--- src/rtl/if_id_pipe_reg.sv ---
// IF/ID pipeline register with valid/ready handshake and flush.
// Define IF_ID_SKID_EN to add a skid entry so that in_ready is registered (depth 2).
module if_id_pipe_reg #(
  parameter int unsigned      INS_W    = 32,
  parameter int unsigned      PC_W     = 32,
  parameter logic [PC_W-1:0]  RESET_PC = PC_W'(32'h8000_0000),
  parameter logic [PC_W-1:0]  FLUSH_PC = PC_W'(32'h0000_0000),
  parameter logic [INS_W-1:0] NOP_INS  = INS_W'(32'h0000_0000)
) (
  input  logic             clk,
  input  logic             reset,
  input  logic             flush,
  input  logic             in_valid,
  output logic             in_ready,
  input  logic [INS_W-1:0] in_ins,
  input  logic [PC_W-1:0]  in_pc,
  output logic             out_valid,
  input  logic             out_ready,
  output logic [INS_W-1:0] out_ins,
  output logic [PC_W-1:0]  out_pc,
  output logic [1:0]       occupancy
);

  // The encoding doubles as the occupancy count.
  localparam logic [1:0] S_EMPTY = 2'd0;
  localparam logic [1:0] S_ONE   = 2'd1;
  localparam logic [1:0] S_FULL  = 2'd2;

  logic [1:0]       state_q, state_d;
  logic [INS_W-1:0] ins_q, ins_d;
  logic [PC_W-1:0]  pc_q, pc_d;
  logic             rdy_en_q;
  logic             accept, rel;

  // Holds in_ready low while in reset and releases it one edge after.
  always_ff @(posedge clk) begin
    if (!reset) rdy_en_q <= 1'b0;
    else        rdy_en_q <= 1'b1;
  end

  assign out_valid = (state_q != S_EMPTY);
  assign out_ins   = ins_q;
  assign out_pc    = pc_q;
  assign occupancy = state_q;
  assign accept    = in_valid && in_ready;
  assign rel       = out_valid && out_ready;

`ifdef IF_ID_SKID_EN
  logic [INS_W-1:0] skid_ins_q, skid_ins_d;
  logic [PC_W-1:0]  skid_pc_q, skid_pc_d;

  assign in_ready = rdy_en_q && (state_q != S_FULL);

  always_comb begin
    state_d    = state_q;
    ins_d      = ins_q;
    pc_d       = pc_q;
    skid_ins_d = skid_ins_q;
    skid_pc_d  = skid_pc_q;
    if (flush) begin
      state_d = S_EMPTY;
      ins_d   = NOP_INS;
      pc_d    = FLUSH_PC;
    end else begin
      case (state_q)
        S_EMPTY: if (accept) begin
          state_d = S_ONE;
          ins_d   = in_ins;
          pc_d    = in_pc;
        end
        S_ONE: begin
          if (accept && rel) begin
            ins_d = in_ins;
            pc_d  = in_pc;
          end else if (accept) begin
            state_d    = S_FULL;
            skid_ins_d = in_ins;
            skid_pc_d  = in_pc;
          end else if (rel) begin
            state_d = S_EMPTY;
          end
        end
        S_FULL: if (rel) begin
          state_d = S_ONE;
          ins_d   = skid_ins_q;
          pc_d    = skid_pc_q;
        end
        default: state_d = S_EMPTY;
      endcase
    end
  end

  always_ff @(posedge clk) begin
    if (!reset) begin
      skid_ins_q <= NOP_INS;
      skid_pc_q  <= RESET_PC;
    end else begin
      skid_ins_q <= skid_ins_d;
      skid_pc_q  <= skid_pc_d;
    end
  end
`else
  // Single entry: a slot frees up in the same cycle decode takes the current one.
  assign in_ready = rdy_en_q && (!out_valid || out_ready);

  always_comb begin
    state_d = state_q;
    ins_d   = ins_q;
    pc_d    = pc_q;
    if (flush) begin
      state_d = S_EMPTY;
      ins_d   = NOP_INS;
      pc_d    = FLUSH_PC;
    end else if (accept) begin
      state_d = S_ONE;
      ins_d   = in_ins;
      pc_d    = in_pc;
    end else if (rel) begin
      state_d = S_EMPTY;
    end
  end
`endif

  always_ff @(posedge clk) begin
    if (!reset) begin
      state_q <= S_EMPTY;
      ins_q   <= NOP_INS;
      pc_q    <= RESET_PC;
    end else begin
      state_q <= state_d;
      ins_q   <= ins_d;
      pc_q    <= pc_d;
    end
  end

endmodule

--- config.mk ---
export PLATFORM = sky130hd
export DESIGN_NAME = if_id_pipe_reg
export DESIGN_NICKNAME = d
export VERILOG_FILES = /design/src/rtl/if_id_pipe_reg.sv
export SDC_FILE = /design/constraint.sdc
export NUM_CORES = 1
export LEC_CHECK = 0
export ABC_CLOCK_PERIOD_IN_PS = 2550
export BUFFER_PORTS_ARGS = -buffer_cell sky130_fd_sc_hd__clkbuf_2
export CAP_MARGIN = 5
export CORE_MARGIN = 10
export CORE_UTILIZATION = 48
export CTS_CLUSTER_DIAMETER = 30
export DETAILED_ROUTE_END_ITERATION = 8
export MAX_ROUTING_LAYER = met4
export PLACE_DENSITY = 0.85
export REMOVE_ABC_BUFFERS = 1
export SYNTH_ARGS = -nofsm -noshare
export SYNTH_HDL_FRONTEND = slang
export SYNTH_SLANG_ARGS = --single-unit
--- constraint.sdc ---
create_clock -name clk -period 2.55 [get_ports clk]
set_input_delay 0.1275 -clock clk [delete_from_list [all_inputs] [get_ports clk]]
set_output_delay 0.1275 -clock clk [all_outputs]
set_load 0.05 [all_outputs]
# Word-level counts from Yosys, hierarchy flattened
# Cells that the tools add are included.
# classes
mux,5
bitwise_logic,1
n_reduce_logical,8
# ops
op,count
two-way mux 32 bit,2
nonzero test 2 bit,2
logical AND 1 bit,3
two-way mux 1 bit,3
OR reduction 2 bit,1
logical NOT 1 bit,1
logical OR 1 bit,1
NOT 1 bit,1
# word_totals
ff_bits,66
input_bits,69
output_inout_bits,68
word_cells,19

# Longest topological paths before layout
# logic_depth
depth_word,6
depth_mapped,5
mapped_depth_nobuf,3

# Worst setup path before layout
# OpenSTA, ideal clock, no wires.
# synth_timing
path_type,register -> output
startpoint,register state_q[0] (netlist: occupancy[0])
endpoint,output port in_ready
t_arrival_ns,1.451
required_ns,2.423
setup_slack_ns,0.971
stages_incl_launch_ff,5
n_path_buf,2
path_cell_list,dfxtp_1 > nand2b_1 > buf_4 > buf_2 > and2_1
# synth_between
elab_chain_cells,3
# synth_rtl
element,line_no,rtl
"start, declared",29,"logic [1:0] state_q, state_d;"
"start signal, assigned",130,state_q <= state_d;
logical NOT 1 bit,104,assign in_ready = rdy_en_q && (!out_valid || out_ready);
logical OR 1 bit,104,
logical AND 1 bit,104,
"end, declared",14,"output logic in_ready,"
# Every way passes these cells.

# Worst setup path in the final report
# layout_timing
startpoint,register rdy_en_q
endpoint,register ins_q[11] (netlist: out_ins[11])
# layout_between
elab_chain_cells,2
# layout_rtl
element,line_no,rtl
"start, declared",32,logic rdy_en_q;
"start signal, assigned",37,if (!reset) rdy_en_q <= 1'b0;
"start signal, assigned",38,else rdy_en_q <= 1'b1;
logical AND 1 bit,104,
logical AND 1 bit,45,assign accept = in_valid && in_ready;
"end signal, assigned",131,ins_q <= ins_d;
"end, declared",30,"logic [INS_W-1:0] ins_q, ins_d;"
# Every way passes these cells.
# A chain may end at the register's enable or synchronous reset.

==> key figures <==
Placement
  – DP Wirelength: 5590 um
  – Placed Instance Area: 3190 um^2
  – Final GP Congestion: about 0.76
  – Port-buffer cells: 135
  – Placed Cells: 478

Synthesis
  – Synth area leaders: dfxtp_1 52%, a21oi_1 13%, nand3_1 13%
  – Synth Flop Type: dfxtp_1
  – Post-synth top area share: between 50% and 60%
  – #FFs+latches synth: 66
  – Synth Instances: 304
  – Number of flops mapped to enable cells by yosys: 0
  – Synth area leader: dfxtp_1
  – Most common cell in the netlist: dfxtp_1
  – Most instantiated cells after synthesis: 66 x dfxtp_1, 64 x a21oi_1, 64 x nand3_1, 49 x o21ai_1, 16 x buf_2
  – Register area share after synthesis: between 50% and 60%
  – Distinct cells, synth: 15
  – Asr flop ratio synth: 0%
  – Synthesized area: 2540 um^2
  – Synth Area per Inst: 8.34 um^2
  – Yosys warns: 0

STA
  – Slew Viols, Final: 0
  – Worst slew pin tran: 664 ps
  – Post-layout min period: 1640 ps
  – Worst slew margin: 55.6%
  – Final Cycle Share: 64.2%
  – Unrepaired setup endpoints after global routing: no
  – Hold Fails Final Rpt: 0
  – Maximum achievable frequency: between 600 and 700 MHz
  – Setup violators final: 0
  – Skew final: 3.51 ps

Power
  – P_leak: 1.42 nW
  – Tot Pwr: between 0.002 and 0.0025 W
  – Power Dens Cells: 614 nW/um^2
  – Max VDD drop: 393 uV

Global routing
  – Grt ovf: 0
  – Vias in the first global route: 2638
  – First-pass GRT wire length: 12300 um
  – Antenna violations before repair: 0
  – Largest net degree at the start of global routing: between 60 and 70
  – Total track usage: 17.9%

Layout
  – Layout Cells excl Fill: 493
  – Fillers: roughly 470
  – Register area: 1320 um^2
  – Multi-input logic area: between 1000 and 1500 um^2
  – Layout cell share with drive strength beyond 1: a little under two fifths
  – Final non-filler cell area: 3350 um^2
  – Final Net Count: 489
  – # diodes: 0
  – Area Growth Syn to Fin: 32.0%

Worst setup path
  – Crit path max-delay cell type: nand2_2
  – Worst Setup End Kind: register
  – Critical Path Source Type: register
  – WP data required: 2790 ps
  – Worst path bufs/invs: 1
  – Crit-path leading delay family: simple AND/OR/NAND/NOR gates
  – CP Data Arrival Time: 1870 ps
  – CP cell instances: nand2_2 -> buf_4 -> o21ai_1 -> a21oi_1
  – Crit-path max cell delay: ~500 ps
  – Critical setup path kind: reg -> reg
  – CP Max Fanout: 36

Status
  – Status: finished clean

Detailed routing
  – Vias/cell: 5.41
  – First-pass DRT Iterations: 4
  – Iter 0 DRT Violations: 179
  – Final wirelength: between 7000 and 8000 um
  – Wirelength per Cell: between 15 and 20 um
  – Vias: 2667
  – Detailed-route DRC error count: 0
  – ANT nets after route: 0

CTS
  – CTS tree: built
  – Clock buffer count from CTS: 9
  – Clock Latency Late Sink: 320 ps
  – CTS resizes: 0
  – Bufs on Longest Clock Path: 2
  – Clock Root Buffer: clkbuf_8
  – Clock-pin slew of the registers on the worst-case setup and hold paths: roughly 60 ps
  – Num Clock Sinks: 66
  – H-tree levels: 3

Die
  – Die height: 92.7 um
  – Initial core utilization: a little under 50%
  – Die footprint: approximately 8600 um^2
  – I/O Pins: 137
  – Die X: 92.7 um
  – Num rows: 26
  – CORE AREA: 5110 um^2

Hold path
  – Hold WC Path Type: in -> reg

Flow run
  – Total of max-cap violations: 0
==> layer usage <==
| layer | vias to the layer above | global-route usage [%] | part of all wire [%] |
|---|---|---|---|
| met5 | - | - | 0 |
| met4 | 0 | 7.46 | 1.5 |
| met1 | 1231 | 20.5 | 41 |
| met2 | 116 | 27.4 | 48 |
| li1 | 1309 | - | - |
| met3 | 11 | 6.86 | 9.5 |
==> area by class of cell <==
type / count / area share (%)
Clock buffer: 14 / 4.56
Multi-Input combinational cell: 201 / 30.8
Sequential cell: 66 / 39.5
Tap cell: 70 / 2.62
Timing Repair Buffer: 142 / 22.6
==> metrics by stage <==
stage	worst slack (ps)	hold WS [ps]	util (%)	TNS [ps]
floorplan	-1030	155	-	-60600
global placement	968	278	62.4	0
detailed placement	922	275	62.4	0
CTS	919	18.1	65.6	0
global route	740	25.3	65.6	0
finish	913	33.3	65.6	0
==> final timing paths <==
path         depth (start not counted)          end  slack, ps         from
min                                  3   out_pc[15]         30    in_pc[15]
max reg2reg                          4  out_ins[11]        910     rdy_en_q
max                                  4  out_ins[11]        910     rdy_en_q
min reg2reg                          2  out_ins[23]        470  out_ins[23]
==> logic make-up after synthesis <==
family	synth area share [%]
buffers and inverters	7.89
and+or+nand+nor	14.6
DFF	52.1
other	0.148
AOI/OAI and AO/OA	25.3
==> power by group <==
group / switching, W / leakage [nW] / internal, W / total (W)
Clock: 0.000332 / 0.0766 / 0.000371 / 0.000702
Sequential: 0.0000123 / 0.535 / 0.00106 / 0.00107
Combinational: 0.000196 / 0.812 / 0.0000897 / 0.000285
Total: 0.000540 / 1.42 / 0.00152 / 0.00206
==> flip-flops by register name, indices dropped and copies added, names as in the netlist <==
name and flops:
out_ins 32, out_pc 32, occupancy 1, rdy_en_q 1
==> timing repair <==
item                                    4_1_cts  5_1_grt
buffers inserted                              0        0
endpoints found under the setup margin        0        0
endpoints found under the hold margin         2        0
hold buffers                                  1        0
==> placed cells by master, fill, tap and decap left out, drive strengths merged <==
cell	count
clkbuf	149
dfxtp	66
nand3	64
a21oi	64
o21ai	64
buf	6
nand2b	2
and2	2
nor2b	2
nand2	1
nand4b	1
conb	1
dlygate4sd3	1
==> worst min-delay path, cell delays in order <==
cell	delay, ps
clkbuf_2	80
nand3_1	50
a21oi_1	50
Note: power is estimated with default switching activity, not from simulation.
